## config.mk

```make
export PLATFORM = sky130hd
export DESIGN_NAME = hazard_scoreboard
export DESIGN_NICKNAME = d
export VERILOG_FILES = /design/src/rtl/hazard_scoreboard.sv
export SDC_FILE = /design/constraint.sdc
export NUM_CORES = 1
export LEC_CHECK = 0
export ABC_CLOCK_PERIOD_IN_PS = 16200
export CORE_MARGIN = 3
export CORE_UTILIZATION = 40
export DETAILED_ROUTE_END_ITERATION = 8
export GPL_TIMING_DRIVEN = 0
export PLACE_DENSITY = 0.68
export SETUP_SLACK_MARGIN = 0.3
export SLEW_MARGIN = 15
export SYNTH_ARGS = -nofsm -noshare
export SYNTH_HDL_FRONTEND = slang
export SYNTH_SLANG_ARGS = --single-unit
export TNS_END_PERCENT = 1
```

## constraint.sdc

```tcl
create_clock -name clk -period 16.2 [get_ports clk]
set_input_delay 4.86 -clock clk [delete_from_list [all_inputs] [get_ports clk]]
set_output_delay 4.86 -clock clk [all_outputs]
set_load 0.01 [all_outputs]
```

## src/rtl/hazard_scoreboard.sv

```systemverilog
//------------------------------------------------------------------------------
// hazard_scoreboard
//
// Purpose:
//   Register-hazard scoreboard for an in-order issue stage. It keeps a small
//   saturating count of in-flight writers for each architectural register. It
//   decides whether the instruction in ID may issue, and it steers each source
//   operand to an early-forward channel or a retire-bypass channel when exactly
//   one writer is outstanding and that writer's result is visible this cycle.
//
// Ports:
//   clk, rst_n                   clock, asynchronous active-low reset
//   iss_valid / iss_ready        issue handshake (fires on valid & ready)
//   iss_rs1/2, iss_rs1/2_valid   source register indices and read enables
//   iss_rd, iss_rd_wen           destination register and write enable
//   fwd_valid, fwd_rd            early-forward channels (index 0 = youngest)
//   ret_valid, ret_rd            writers leaving the pipe (writeback or kill)
//   flush                        discard all in-flight tracking
//   src1/2_fwd_sel               one-hot forward select per source, or zero
//   src1/2_ret_sel               one-hot retire-bypass select per source, or zero
//   busy_vec                     bit i set while register i has a writer in flight
//   stall_cnt                    saturating count of stalled issue cycles
//   err_underflow                sticky: a retire named a register with no writer
//------------------------------------------------------------------------------
module hazard_scoreboard #(
    parameter int REG_NUM = 32,
    parameter int REG_AW  = 5,
    parameter int CNT_W   = 2,
    parameter int FWD_CH  = 2,
    parameter int RET_CH  = 1
) (
    input  logic                       clk,
    input  logic                       rst_n,
    input  logic                       iss_valid,
    output logic                       iss_ready,
    input  logic [REG_AW-1:0]          iss_rs1,
    input  logic [REG_AW-1:0]          iss_rs2,
    input  logic                       iss_rs1_valid,
    input  logic                       iss_rs2_valid,
    input  logic [REG_AW-1:0]          iss_rd,
    input  logic                       iss_rd_wen,
    input  logic [FWD_CH-1:0]          fwd_valid,
    input  logic [FWD_CH*REG_AW-1:0]   fwd_rd,
    input  logic [RET_CH-1:0]          ret_valid,
    input  logic [RET_CH*REG_AW-1:0]   ret_rd,
    input  logic                       flush,
    output logic [FWD_CH-1:0]          src1_fwd_sel,
    output logic [FWD_CH-1:0]          src2_fwd_sel,
    output logic [RET_CH-1:0]          src1_ret_sel,
    output logic [RET_CH-1:0]          src2_ret_sel,
    output logic [REG_NUM-1:0]         busy_vec,
    output logic [31:0]                stall_cnt,
    output logic                       err_underflow
);

    // Counter arithmetic is done in a wider domain so that increment and
    // several decrements can be netted without wrapping before the
    // underflow test.
    localparam int SUM_W = CNT_W + $clog2(RET_CH + 1) + 1;
    localparam logic [CNT_W-1:0] CNT_MAX = {CNT_W{1'b1}};
    localparam logic [CNT_W-1:0] CNT_ONE = {{(CNT_W-1){1'b0}}, 1'b1};
    localparam logic [CNT_W-1:0] CNT_ZERO = {CNT_W{1'b0}};
    localparam logic [REG_AW-1:0] REG_ZERO = {REG_AW{1'b0}};
    localparam logic [31:0] STALL_MAX = 32'hFFFF_FFFF;

    //--------------------------------------------------------------------------
    // Helper functions
    //--------------------------------------------------------------------------

    // Forward channels currently holding a valid result for register idx.
    function automatic logic [FWD_CH-1:0] fwd_hits(
        input logic [REG_AW-1:0]        idx,
        input logic [FWD_CH-1:0]        vld,
        input logic [FWD_CH*REG_AW-1:0] rds
    );
        logic [FWD_CH-1:0] h;
        h = '0;
        for (int c = 0; c < FWD_CH; c++) begin
            h[c] = vld[c] & (rds[c*REG_AW +: REG_AW] == idx);
        end
        return h;
    endfunction

    // Retire channels currently releasing register idx.
    function automatic logic [RET_CH-1:0] ret_hits(
        input logic [REG_AW-1:0]        idx,
        input logic [RET_CH-1:0]        vld,
        input logic [RET_CH*REG_AW-1:0] rds
    );
        logic [RET_CH-1:0] h;
        h = '0;
        for (int c = 0; c < RET_CH; c++) begin
            h[c] = vld[c] & (rds[c*REG_AW +: REG_AW] == idx);
        end
        return h;
    endfunction

    // Keep only the lowest set bit of a forward-hit vector.
    function automatic logic [FWD_CH-1:0] fwd_first(input logic [FWD_CH-1:0] v);
        logic [FWD_CH-1:0] o;
        logic              found;
        o     = '0;
        found = 1'b0;
        for (int c = 0; c < FWD_CH; c++) begin
            if (v[c] && !found) begin
                o[c]  = 1'b1;
                found = 1'b1;
            end else begin
                o[c]  = 1'b0;
            end
        end
        return o;
    endfunction

    // Keep only the lowest set bit of a retire-hit vector.
    function automatic logic [RET_CH-1:0] ret_first(input logic [RET_CH-1:0] v);
        logic [RET_CH-1:0] o;
        logic              found;
        o     = '0;
        found = 1'b0;
        for (int c = 0; c < RET_CH; c++) begin
            if (v[c] && !found) begin
                o[c]  = 1'b1;
                found = 1'b1;
            end else begin
                o[c]  = 1'b0;
            end
        end
        return o;
    endfunction

    // Number of retire channels in a hit vector, in the netting width.
    function automatic logic [SUM_W-1:0] ret_count(input logic [RET_CH-1:0] v);
        logic [SUM_W-1:0] n;
        n = '0;
        for (int c = 0; c < RET_CH; c++) begin
            n = n + SUM_W'(v[c]);
        end
        return n;
    endfunction

    //--------------------------------------------------------------------------
    // State
    //--------------------------------------------------------------------------
    logic [REG_NUM-1:0][CNT_W-1:0] cnt_q, cnt_d;
    logic [REG_NUM-1:0]            busy_q, busy_d;
    logic [31:0]                   stall_cnt_q, stall_cnt_d;
    logic                          err_q, err_d;

    //--------------------------------------------------------------------------
    // Combinational decision signals
    //--------------------------------------------------------------------------
    logic [CNT_W-1:0]  cnt1_s, cnt2_s, cnt_rd_s;
    logic [FWD_CH-1:0] s1_fhit_s, s2_fhit_s;
    logic [RET_CH-1:0] s1_rhit_s, s2_rhit_s, rd_rhit_s;
    logic              s1_haz_s, s2_haz_s, rd_sat_s;
    logic              ready_s, fire_s;
    logic [FWD_CH-1:0] s1_fsel_s, s2_fsel_s;
    logic [RET_CH-1:0] s1_rsel_s, s2_rsel_s;
    logic              underflow_s;
    logic              inc_s;
    logic [SUM_W-1:0]  sum_s, dec_s;

    // Hazard detection, operand steering and issue permission from pre-edge counts.
    always_comb begin
        cnt1_s    = cnt_q[iss_rs1];
        cnt2_s    = cnt_q[iss_rs2];
        cnt_rd_s  = cnt_q[iss_rd];
        s1_fhit_s = fwd_hits(iss_rs1, fwd_valid, fwd_rd);
        s2_fhit_s = fwd_hits(iss_rs2, fwd_valid, fwd_rd);
        s1_rhit_s = ret_hits(iss_rs1, ret_valid, ret_rd);
        s2_rhit_s = ret_hits(iss_rs2, ret_valid, ret_rd);
        rd_rhit_s = ret_hits(iss_rd, ret_valid, ret_rd);

        // A single outstanding writer can be bypassed if it is visible now;
        // two or more leave the youngest writer ambiguous, so always stall.
        s1_haz_s = iss_rs1_valid & (iss_rs1 != REG_ZERO) & (cnt1_s != CNT_ZERO) &
                   ~((cnt1_s == CNT_ONE) & ((|s1_fhit_s) | (|s1_rhit_s)));
        s2_haz_s = iss_rs2_valid & (iss_rs2 != REG_ZERO) & (cnt2_s != CNT_ZERO) &
                   ~((cnt2_s == CNT_ONE) & ((|s2_fhit_s) | (|s2_rhit_s)));

        // A saturated destination counter can still take one more writer when
        // a retire on the same register frees a slot in this cycle.
        rd_sat_s = iss_rd_wen & (iss_rd != REG_ZERO) & (cnt_rd_s == CNT_MAX) & ~(|rd_rhit_s);

        ready_s = ~flush & ~s1_haz_s & ~s2_haz_s & ~rd_sat_s;
        fire_s  = iss_valid & ready_s;

        // Forward path takes priority over retire bypass; selects only drive
        // for a source actually read by a presented instruction.
        if (iss_valid && iss_rs1_valid && (cnt1_s == CNT_ONE)) begin
            s1_fsel_s = fwd_first(s1_fhit_s);
        end else begin
            s1_fsel_s = '0;
        end
        if (iss_valid && iss_rs2_valid && (cnt2_s == CNT_ONE)) begin
            s2_fsel_s = fwd_first(s2_fhit_s);
        end else begin
            s2_fsel_s = '0;
        end
        if (iss_valid && iss_rs1_valid && (cnt1_s == CNT_ONE) && (s1_fsel_s == '0)) begin
            s1_rsel_s = ret_first(s1_rhit_s);
        end else begin
            s1_rsel_s = '0;
        end
        if (iss_valid && iss_rs2_valid && (cnt2_s == CNT_ONE) && (s2_fsel_s == '0)) begin
            s2_rsel_s = ret_first(s2_rhit_s);
        end else begin
            s2_rsel_s = '0;
        end
    end

    // Next-state for counters, busy mirror, stall statistic and error flag.
    always_comb begin
        cnt_d       = cnt_q;
        underflow_s = 1'b0;
        inc_s       = 1'b0;
        sum_s       = '0;
        dec_s       = '0;
        for (int i = 0; i < REG_NUM; i++) begin
            if (flush) begin
                cnt_d[i] = CNT_ZERO;
            end else if (i == 0) begin
                // x0 is hard-wired; never tracked, retires on it are ignored.
                cnt_d[i] = CNT_ZERO;
            end else begin
                inc_s = fire_s & iss_rd_wen & (iss_rd == REG_AW'(i));
                dec_s = ret_count(ret_hits(REG_AW'(i), ret_valid, ret_rd));
                sum_s = SUM_W'(cnt_q[i]) + SUM_W'(inc_s);
                if (sum_s < dec_s) begin
                    cnt_d[i]    = CNT_ZERO;
                    underflow_s = 1'b1;
                end else begin
                    cnt_d[i]    = CNT_W'(sum_s - dec_s);
                end
            end
        end

        for (int i = 0; i < REG_NUM; i++) begin
            busy_d[i] = (cnt_d[i] != CNT_ZERO);
        end

        if (iss_valid && !ready_s && (stall_cnt_q != STALL_MAX)) begin
            stall_cnt_d = stall_cnt_q + 32'd1;
        end else begin
            stall_cnt_d = stall_cnt_q;
        end

        err_d = err_q | underflow_s;
    end

    // State registers; reset discards all in-flight tracking immediately.
    always_ff @(posedge clk or negedge rst_n) begin
        if (!rst_n) begin
            cnt_q       <= '0;
            busy_q      <= '0;
            stall_cnt_q <= 32'd0;
            err_q       <= 1'b0;
        end else begin
            cnt_q       <= cnt_d;
            busy_q      <= busy_d;
            stall_cnt_q <= stall_cnt_d;
            err_q       <= err_d;
        end
    end

    assign iss_ready     = ready_s;
    assign src1_fwd_sel  = s1_fsel_s;
    assign src2_fwd_sel  = s2_fsel_s;
    assign src1_ret_sel  = s1_rsel_s;
    assign src2_ret_sel  = s2_rsel_s;
    assign busy_vec      = busy_q;
    assign stall_cnt     = stall_cnt_q;
    assign err_underflow = err_q;

endmodule
```

==> out/qor.yml <==
setup_path:
  crit_path_end_kind: "output pin"
  required_ns: 11.34
  worst_ep_arrival_time_ns: 8.45
  cp.depth: 13
  r2r_start: "cnt_q[16]"
  reg2reg_slack_ns: 11.52
  cp_max_fo: 10
  crit_type: "input pin to output pin"
  r2r_end: "err_underflow"
  cp_cell_sequence: "clkdlybuf4s50_1 > buf_6 > buf_12 > xor2_1 > nor4_1 > and3_1 > nor4_1 > o221a_4 > or3_1 > buf_6 > buf_8 > inv_1 > clkdlybuf4s50_1"
  critPathLaunchType: "input pin"
  reg2reg_depth: 17
  cp_num_buf_inv: 7
  endpoint: "iss_ready"
  cp_top_family: "buffers and inverters"
  critPathSlowestCell: "clkdlybuf4s50_1"
  max_stage_delay_ns: 0.67
  crit_start: "iss_rs1[0]"
timing:
  worst_clock_skew_ns: 0.0116
  period_minus_slack_ns: 13.31
  tns_ns: 0
  worst_hold_slack_ns: 0.488
  timing.slew.headroom_pct: 39.1
  worst_pin_slew_ns: 0.913
  hold_violations: 0
  fmax_mhz: 75.1
  setup_violations: 0
  fin_crit_sh_pct: 82.2
  grt_setup_unrepaired: "false"
  drv_slew: 0
  setup_slack_ns: 2.89
yosys:
  synth_top_family_by_area: "simple AND/OR/NAND/NOR gates"
  yosys_most_used_dff: "dfrtp_1"
  synthTopCellsByCount: "dfrtp_1 (126), inv_1 (116), nor2_1 (96), ha_1 (94), nand2_1 (52)"
  netlist_top_cells_area: "dfrtp_1 (34%), ha_1 (13%), xor2_1 (4.7%)"
  ys_types: 65
  synth_area_um2: 9310
  synth_top_cell_by_area: "dfrtp_1"
  synth_seq_cells: 126
  synthesis.nets: 1122
  synth_cells: 988
  synth_edf_count: 0
  synth_top_area_share_pct: 33.9
  yosysMostFrequentCell: "dfrtp_1"
  seq_area_frac_synth_pct: 33.9
  synth_compound_gate_area_share_pct: 8.76
  synth_fa_ha_area_share_pct: 12.6
  synthXorXnorAreaFrac_pct: 6.02
  synth.mux.area_fraction_pct: 10.9
  synth-simple-area-share_pct: 20.1
  syn_avg_cell_area_um2: 9.42
  yosysWarnings: 0
  async_reset_ff_share_pct: 100
cts:
  cts_resized: 0
  cts-root-buf: "clkbuf_16"
  cts_tree: "yes"
  cts_hold_buf: 0
  clock_sinks: 126
  clock_latency_ns: 0.43
  cts_buffers: 17
  postCtsSetupBuffers: 0
  htree_levels: 4
  clock_path_buffers: 2
  path_clk_slew_ns: 0.06
hold_path:
  min_from: "stall_cnt[25]"
  hold_path.class: "register to register"
grt:
  grt_max_degree: 73
  grt_pass1_wl_mm: 46.7
  grt_pass1_vias: 8069
  grt_use_total_pct: 24.9
  grt_overflow: 0
  antenna_found_initial: 0
floorplanning:
  io_pins: 112
  core.rowCount: 55
  die_area_um2: 25100
  die_w_um: 159
  initial_core_util_pct: 40.9
  coreArea_um2: 22800
  dieHeight_um: 159
routing:
  first_iter_violations: 782
  vias: 8084
  drcViolationCount: 0
  postRouteAntennaNets: 0
  wl_mm: 30.5
  wl_per_cell_um: 21.3
  firstDrtPassIters: 6
  avgViaCountPerCell: 5.64
placement:
  placed_cell_area_um2: 10700
  place_ws_ns: 2.92
  dp_cells: 1402
  gp_congestion: 0.989
  port_buffers: 100
  dp_hpwl_mm: 23.6
pwr:
  peakVddDrop_mv: 0.0662
  clockPowerShare_pct: 43.5
  internal_power_mw: 0.598
  finalPower_mw: 0.866
  seqPwrFrac_pct: 40.1
  sw_frac_of_total_pct: 31.0
  pwr-share-comb_pct: 16.4
  switchingPower_mw: 0.268
  p_leak_nw: 4.79
  p_per_area_nw_per_um2: 76.6
layout:
  layout.nets: 1242
  num_antenna_cells: 0
  fin_util_pct: 49.6
  drive_above_1_share_pct: 11.0
  area_growth_pct: 21.4
  final_area_um2: 11300
  instances_no_fill: 1434
job:
  maxCapViolCount: 0
outcome:
  status: "completed"
==> worst reg2reg max path, stage by stage, from the launching register on <==
cell      delay [ns]
dfrtp_1         0.45
nand2_1         0.07
o31a_1          0.25
a221o_1         0.32
a311o_1         0.27
a31oi_1         0.44
nor4_1          0.17
nand2b_1        0.11
clkbuf_1        0.53
nor2_1          0.12
ha_1            0.31
inv_1           0.05
ha_1            0.23
a22o_1          0.27
a221oi_1        0.21
nand3_1         0.24
nor4_1          0.39
o21bai_1        0.11
==> cell usage in the layout (no fill, tap or decap), drive strengths merged, types with 27 or more instances in the layout <==
| cell type | Yosys | layout |
|---|---|---|
| a211oi | 31 | 31 |
| nor3 | 51 | 51 |
| dfrtp | 126 | 126 |
| nor4 | 30 | 30 |
| clkdlybuf4s50 | 0 | 99 |
| inv | 116 | 125 |
| nor2 | 96 | 96 |
| or2 | 33 | 33 |
| mux4 | 27 | 27 |
| xor2 | 50 | 50 |
| clkbuf | 29 | 46 |
| nand3 | 38 | 38 |
| nand2 | 52 | 52 |
| ha | 94 | 94 |
==> per-layer routing <==
| metal | up-vias | GRT usage, % | part of all wire (%) |
|---|---|---|---|
| li1 | 3749 | - | - |
| met1 | 3844 | 33.9 | 44 |
| met2 | 405 | 38.2 | 43 |
| met3 | 86 | 5.49 | 8.7 |
| met4 | 0 | 10.6 | 4.2 |
| met5 | - | 0 | 0 |
==> layout make-up <==
type | instances | area, µm²
fillers | 2123 | 11500
multi-input cells | 693 | 5450
flip-flops and latches | 126 | 3150
repair buffers | 101 | 1030
inverters | 116 | 435
clock buffers | 17 | 425
well taps | 313 | 392
plain buffers | 53 | 274
clock inverters | 15 | 143
==> kinds of logic after synthesis <==
family / after synthesis
adders and majority gates: 94
AOI/OAI and AO/OA: 106
DFF: 126
and+or+nand+nor: 365
xor gates and xnor gates: 64
other: 1
muxes: 63
buffers and inverters: 169
==> power groups by stage <==
stage	Sequential, mW	Combinational (mW)	Clock (mW)
floorplan	0.355	0.0656	0
CTS	0.347	0.142	0.383
global placement	0.352	0.138	0
detailed placement	0.352	0.141	0
global route	0.349	0.154	0.396
finish	0.347	0.142	0.377
==> sequential cells by signal (all words and copies together) (netlist names) <==
| name | flops |
|---|---|
| err_underflow | 1 |
| busy_vec | 31 |
| cnt_q | 62 |
| stall_cnt | 32 |
==> worst min-delay path by stage <==
stage | cells past startpoint | end
finish | 1 | stall_cnt[25]
global route | 1 | stall_cnt[23]
CTS | 1 | stall_cnt[25]
detailed placement | 1 | err_underflow
global placement | 1 | err_underflow
floorplan | 1 | err_underflow
(Power assumes the default switching activity.)
